<file path="src/rtl/rf_op_sequencer_if.sv">
// rf_op_sequencer_if: command/response handshake plus register-file control bus
interface rf_op_sequencer_if #(parameter int W = 16);
  logic cmd_valid;
  logic cmd_ready;
  logic [2:0] cmd_op;
  logic [2:0] cmd_ra;
  logic [2:0] cmd_rb;
  logic [W-1:0] cmd_imm;
  logic done;
  logic err;
  logic [W-1:0] rsp_data;
  logic [2:0] rf_readnum;
  logic [2:0] rf_writenum;
  logic rf_write;
  logic [W-1:0] rf_data_in;
  logic [W-1:0] rf_data_out;
  modport slave (
    input cmd_valid, cmd_op, cmd_ra, cmd_rb, cmd_imm, rf_data_out,
    output cmd_ready, done, err, rsp_data, rf_readnum, rf_writenum, rf_write, rf_data_in
  );
  modport master (
    output cmd_valid, cmd_op, cmd_ra, cmd_rb, cmd_imm, rf_data_out,
    input cmd_ready, done, err, rsp_data, rf_readnum, rf_writenum, rf_write, rf_data_in
  );
endinterface

</file>
<file path="src/rtl/rf_op_sequencer.sv">
// rf_op_sequencer: sequences register-file read/write ports for LDI/COPY/SWAP/CLEAR/READ commands
module rf_op_sequencer #(
  parameter int W = 16,
  parameter logic [W-1:0] CLR_VAL = '0
) (
  input logic clk,
  input logic reset,
  rf_op_sequencer_if.slave bus
);
  localparam logic [2:0] LDI = 3'd0, COPY = 3'd1, SWAP = 3'd2, CLEAR = 3'd3, READ = 3'd4;
  typedef enum logic [2:0] {IDLE, RDA, RDB, WRA, WRB, CLR, DONE} state_t;
  state_t state;
  logic [2:0] op, ra, rb, cnt, rd_sel;
  logic [W-1:0] imm, tmp_a, tmp_b, rsp;
  always_ff @(posedge clk)
    if (reset) begin
      state <= IDLE;
      op <= '0;
      ra <= '0;
      rb <= '0;
      imm <= '0;
      tmp_a <= '0;
      tmp_b <= '0;
      cnt <= '0;
      rd_sel <= '0;
      rsp <= '0;
    end else begin
      case (state)
        IDLE: if (bus.cmd_valid) begin
          op <= bus.cmd_op;
          ra <= bus.cmd_ra;
          rb <= bus.cmd_rb;
          imm <= bus.cmd_imm;
          if (bus.cmd_op == COPY || bus.cmd_op == SWAP || bus.cmd_op == READ) rd_sel <= bus.cmd_ra;
          state <= bus.cmd_op == LDI ? WRB :
                   bus.cmd_op == CLEAR ? CLR :
                   (bus.cmd_op == COPY || bus.cmd_op == SWAP || bus.cmd_op == READ) ? RDA : DONE;
        end
        RDA: begin
          tmp_a <= bus.rf_data_out;
          if (op == READ) rsp <= bus.rf_data_out;
          if (op == SWAP) rd_sel <= rb;
          state <= op == SWAP ? RDB : op == COPY ? WRB : DONE;
        end
        RDB: begin
          tmp_b <= bus.rf_data_out;
          state <= WRA;
        end
        WRA: state <= WRB;
        WRB: state <= DONE;
        CLR: begin
          cnt <= cnt + 3'd1;
          if (cnt == 3'd7) state <= DONE;
        end
        default: state <= IDLE;
      endcase
    end
  // LDI reuses the WRB slot but targets ra with the immediate
  always_comb begin
    bus.cmd_ready = state == IDLE;
    bus.done = state == DONE;
    bus.err = state == DONE && op > READ;
    bus.rsp_data = rsp;
    bus.rf_readnum = rd_sel;
    bus.rf_write = ~reset && (state == WRA || state == WRB || state == CLR);
    bus.rf_writenum = state == WRA ? ra : state == WRB ? (op == LDI ? ra : rb) : cnt;
    bus.rf_data_in = state == WRA ? tmp_b :
                     state == WRB ? (op == LDI ? imm : tmp_a) :
                     state == CLR ? CLR_VAL : '0;
  end
endmodule

</file>
<file path="src/flat_wrapper.sv">
// flat-port wrapper written by rule: the top's interface ports become plain ports
module rf_op_sequencer_flat 
#(
  parameter int W = 16,
  parameter logic [W-1:0] CLR_VAL = '0
)
  (clk, reset, bus_cmd_valid, bus_cmd_op, bus_cmd_ra, bus_cmd_rb, bus_cmd_imm, bus_rf_data_out, bus_cmd_ready, bus_done, bus_err, bus_rsp_data, bus_rf_readnum, bus_rf_writenum, bus_rf_write, bus_rf_data_in);
  rf_op_sequencer_if #(.W(W)) bus_i ();
  input logic clk;
  input logic reset;
  input wire logic [$bits(bus_i.cmd_valid)-1:0] bus_cmd_valid;
  input wire logic [$bits(bus_i.cmd_op)-1:0] bus_cmd_op;
  input wire logic [$bits(bus_i.cmd_ra)-1:0] bus_cmd_ra;
  input wire logic [$bits(bus_i.cmd_rb)-1:0] bus_cmd_rb;
  input wire logic [$bits(bus_i.cmd_imm)-1:0] bus_cmd_imm;
  input wire logic [$bits(bus_i.rf_data_out)-1:0] bus_rf_data_out;
  output wire logic [$bits(bus_i.cmd_ready)-1:0] bus_cmd_ready;
  output wire logic [$bits(bus_i.done)-1:0] bus_done;
  output wire logic [$bits(bus_i.err)-1:0] bus_err;
  output wire logic [$bits(bus_i.rsp_data)-1:0] bus_rsp_data;
  output wire logic [$bits(bus_i.rf_readnum)-1:0] bus_rf_readnum;
  output wire logic [$bits(bus_i.rf_writenum)-1:0] bus_rf_writenum;
  output wire logic [$bits(bus_i.rf_write)-1:0] bus_rf_write;
  output wire logic [$bits(bus_i.rf_data_in)-1:0] bus_rf_data_in;
  assign bus_i.cmd_valid = bus_cmd_valid;
  assign bus_i.cmd_op = bus_cmd_op;
  assign bus_i.cmd_ra = bus_cmd_ra;
  assign bus_i.cmd_rb = bus_cmd_rb;
  assign bus_i.cmd_imm = bus_cmd_imm;
  assign bus_i.rf_data_out = bus_rf_data_out;
  assign bus_cmd_ready = bus_i.cmd_ready;
  assign bus_done = bus_i.done;
  assign bus_err = bus_i.err;
  assign bus_rsp_data = bus_i.rsp_data;
  assign bus_rf_readnum = bus_i.rf_readnum;
  assign bus_rf_writenum = bus_i.rf_writenum;
  assign bus_rf_write = bus_i.rf_write;
  assign bus_rf_data_in = bus_i.rf_data_in;
  rf_op_sequencer #(.W(W), .CLR_VAL(CLR_VAL)) u_core (.clk(clk), .reset(reset), .bus(bus_i));
endmodule
</file>
<file path="config.mk">
export PLATFORM = sky130hd
export DESIGN_NAME = rf_op_sequencer_flat
export DESIGN_NICKNAME = d
export VERILOG_FILES = /design/src/rtl/rf_op_sequencer_if.sv /design/src/rtl/rf_op_sequencer.sv /design/src/flat_wrapper.sv
export SDC_FILE = /design/constraint.sdc
export NUM_CORES = 1
export LEC_CHECK = 0
export CORE_ASPECT_RATIO = 1.5
export CORE_MARGIN = 2
export CORE_UTILIZATION = 42
export CTS_CLUSTER_SIZE = 24
export DETAILED_ROUTE_END_ITERATION = 10
export PLACE_DENSITY = 0.69
export SKIP_LAST_GASP = 1
export SLEW_MARGIN = 20
export SYNTH_ARGS = -nofsm -noshare
export SYNTH_HDL_FRONTEND = slang
export SYNTH_SLANG_ARGS = --single-unit
</file>
<file path="constraint.sdc">
create_clock -name clk -period 3.1 [get_ports clk]
set_clock_uncertainty 0.2 [all_clocks]
set_input_delay 0.31 -clock clk [delete_from_list [all_inputs] [get_ports clk]]
set_output_delay 0.31 -clock clk [all_outputs]
set_load 0.05 [all_outputs]
</file>
==> results.txt <==
The run finished with clean final reports. Of the synthesized area, sequential elements account for roughly 46%. The cell area that synthesis handed to floorplanning was between 3000 and 4000 um2. The path class of the tightest hold or removal check is reg -> reg. The die span in x came out at just under 80 um. After clock tree synthesis, the repair step resized 0 gates.

The remaining design rule violation count is 0. The vertical die dimension is around 120 um. The number of antenna repair diodes is 0. Clock-pin slew was measured on the worst setup and hold paths at approximately 0.060 ns.

The proportion of layout cells with a drive suffix above 1 is around 8.6%. The clock tree buffer depth came out at 2. The kind of launch point of the worst setup path is a register. The clock latency at the later pin of the worst-skew pair is 0.33 ns. The worst setup path is of the reg -> out kind.

The total negative slack for setup checks came out at 0 ns. The mean post-synth cell area is 7.60 um2. The final critical-path share of the clock period is between 90% and 100%. The routability-driven placement congestion ratio is about 0.83.

After layout, the minimum clock period comes to about 2.8 ns. The hold violation total from the final report came out at 0. The synthesized instance count came out at roughly 470. The maximum clock frequency is about 0.36 GHz. The highest net fanout along the worst path is 15. The iteration count of the initial detailed-routing pass is 4. The number of nets produced by synthesis came out at 512.

The placed cell count is between 600 and 700. The max-slew violation total from the final report is 0. Leaving out filler cells and counting taps, the final layout contains between 600 and 700.

The number of H-tree levels came out at 3. The power density of the placed cells is a little over 800 nW/um2. The average wire per standard cell came out at between 15 and 20 um. The data arrival time of the critical path is 2.29 ns. The residual antenna-violating net count after detailed routing is 0. The post-detailed-route via-to-cell ratio is 5.17. The final setup violation count came out at 0. The aggregate global-route resource usage is a little under a quarter. Overall power consumption after layout is estimated at 0.00382 W.

The leakage power figure is around 1.7 nW. The largest net degree at the start of global routing is between 50 and 60. The first global-routing pass estimated ~16000 um of wire. TritonCTS built the clock tree. The starting utilization of the core area came out at a little over two fifths.

The final net count is 580. The total congestion overflow is 0. Measured against its own limit, the worst slew margin works out to about a third. The maximum vdd drop came out at 0.000721 V.

At the pin with the least slew margin, the transition time is 1.02 ns. After floorplanning, the core was sized to cover just over 8000 um2. Data on the critical path is required at its endpoint by between 2 and 3 ns. The number of global-route vias before repair is 3262.

In this run, the number of DRC markers left after iteration 0 of detailed routing was between 150 and 200. The final route contains ~3300 vias. The final worst hold slack is 0.253 ns.

The initialized floorplan defines 41 standard-cell rows. The capturing element type of the critical path is an output pin. The number of different library cells in the post-synthesis netlist is 39. The max-capacitance violation count is 0.

Synthesis inferred 82 register bits. The clock net sink count is 82. The total CTS buffers is 9. In this run the clock root is driven by a sky130_fd_sc_hd__clkbuf_16.

The final core area utilization is 56.1%. The total of hold buffers inserted after clock tree synthesis is 0. The I/O pin count came out at 86. The number of setup buffers added after CTS came out at 0. The number of antenna violations at the first check in global routing came to 0. Detailed placement finished with a half-perimeter wire length of around 6900 um. Buffers placed on the I/O ports in this run total 85. The floorplan step defined a die boundary enclosing 9190 um2.

The count of warnings emitted by yosys came out at 0. Setup repair after global routing left no endpoint under its margin. The total routed wirelength is 9960 um. The area growth from synthesis to layout is 31.8%.
[state kept, by name, summed over array words and instances, names as in the netlist]
name / flops
u_core.bus.rf_readnum: 3
u_core.imm: 16
u_core.op: 3
u_core.tmp_a: 16
u_core.tmp_b: 16
u_core.bus.rsp_data: 16
u_core.ra: 3
u_core.cnt: 3
u_core.state: 3
u_core.rb: 3
[per-layer routing]
metal	up-vias	global-route usage, %	routed length (um)
met5	-	0	0
met4	0	9.89	191
met3	12	5.64	567
met2	106	40.1	5350
met1	1540	26.3	3860
li1	1678	-	-
[worst max-delay path, stage by stage (launching register included)]
cell and delay, ns:
sky130_fd_sc_hd__dfxtp_1 0.67, sky130_fd_sc_hd__and3b_1 0.58, sky130_fd_sc_hd__nand2b_1 0.24, sky130_fd_sc_hd__o22ai_1 0.10, sky130_fd_sc_hd__nor2_1 0.20, sky130_fd_sc_hd__buf_12 0.17
[layout by cell type (no fill, tap or decap), types with 2 or more instances in the layout]
cell type and n:
sky130_fd_sc_hd__nand3_1 3, sky130_fd_sc_hd__clkbuf_1 2, sky130_fd_sc_hd__clkbuf_8 2, sky130_fd_sc_hd__o22ai_1 3, sky130_fd_sc_hd__mux2i_1 16, sky130_fd_sc_hd__buf_12 4
sky130_fd_sc_hd__nand2b_1 3, sky130_fd_sc_hd__clkbuf_16 9, sky130_fd_sc_hd__ha_1 2, sky130_fd_sc_hd__nor3b_1 2, sky130_fd_sc_hd__a211o_1 3, sky130_fd_sc_hd__clkdlybuf4s50_1 64
sky130_fd_sc_hd__nor2_1 15, sky130_fd_sc_hd__o21ai_0 21, sky130_fd_sc_hd__buf_4 21, sky130_fd_sc_hd__o21ai_1 2, sky130_fd_sc_hd__and2_1 2, sky130_fd_sc_hd__dfxtp_1 82
sky130_fd_sc_hd__nand2_1 176, sky130_fd_sc_hd__o21bai_1 2, sky130_fd_sc_hd__a21oi_1 81
[logic make-up after synthesis]
family	Yosys count	share of synthesized area [%]
DFF	82	46.4
muxes	16	4.52
and+or+nand+nor	214	25.1
AOI/OAI and AO/OA	116	17.9
xor gates and xnor gates	2	0.495
adders and majority gates	2	0.707
buffers and inverters	34	4.91
[where the power goes]
| part | switching (W) | internal, W | total [W] |
|---|---|---|---|
| Combinational | 0.000907 | 0.000528 | 0.00144 |
| Clock | 0.000395 | 0.000580 | 0.000975 |
| Sequential | 0.000169 | 0.00125 | 0.00141 |
| Total | 0.00147 | 0.00235 | 0.00382 |
[cell usage after synthesis (all sizes together)]
master,count,share of area (%)
nor2,15,1.6
nand3,3,0.42
inv,1,0.11
nor2b,2,0.42
or3,1,0.18
or3b,2,0.57
nor3,3,0.74
nand2b,3,0.53
mux2i,16,4.5
nand2,176,19
a21oi,81,11
o221ai,1,0.74
and2,2,0.35
nor3b,3,0.78
o221a,1,0.32
buf,17,3.1
xnor2,1,0.25
ha,2,0.71
o21bai,2,0.42
nor4,1,0.18
nor4b,1,0.25
dfxtp,82,46
a21boi,1,0.21
a211o,3,0.74
o21ai,23,3.3
o21a,1,0.21
and3,1,0.18
xor2,1,0.25
clkbuf,16,1.7
o22ai,3,0.53
and3b,1,0.25
[worst paths after layout]
path	cells past startpoint	slack, ns	startpoint	endpoint
max	5	0.30	u_core.state[0]$_SDFFE_PP0P_	bus_rf_writenum[0]
min	2	0.25	u_core.bus.rsp_data[9]$_SDFFE_PP0P_	u_core.bus.rsp_data[9]$_SDFFE_PP0P_
max reg2reg	4	0.85	u_core.state[0]$_SDFFE_PP0P_	u_core.bus.rsp_data[8]$_SDFFE_PP0P_
min reg2reg	2	0.25	u_core.bus.rsp_data[9]$_SDFFE_PP0P_	u_core.bus.rsp_data[9]$_SDFFE_PP0P_
[through the flow]
| step | setup WS (ns) | area, um2 |
|---|---|---|
| after global routing | 0.0954 | 4660 |
| after CTS | 0.300 | 4660 |
| after floorplan | 0.264 | 3540 |
| after global placement | 0.717 | 4390 |
| final | 0.302 | 4660 |
| after detailed placement | 0.672 | 4390 |
[layout make-up]
cell class | instances | area, um2
fillers | 789 | 3650
multi-input cells | 350 | 1730
flip-flops and latches | 82 | 1640
repair buffers | 90 | 883
clock buffers | 13 | 260
well taps | 107 | 134
clock inverters | 2 | 12.5
inverters | 1 | 3.75
(Power assumes the default switching activity.)
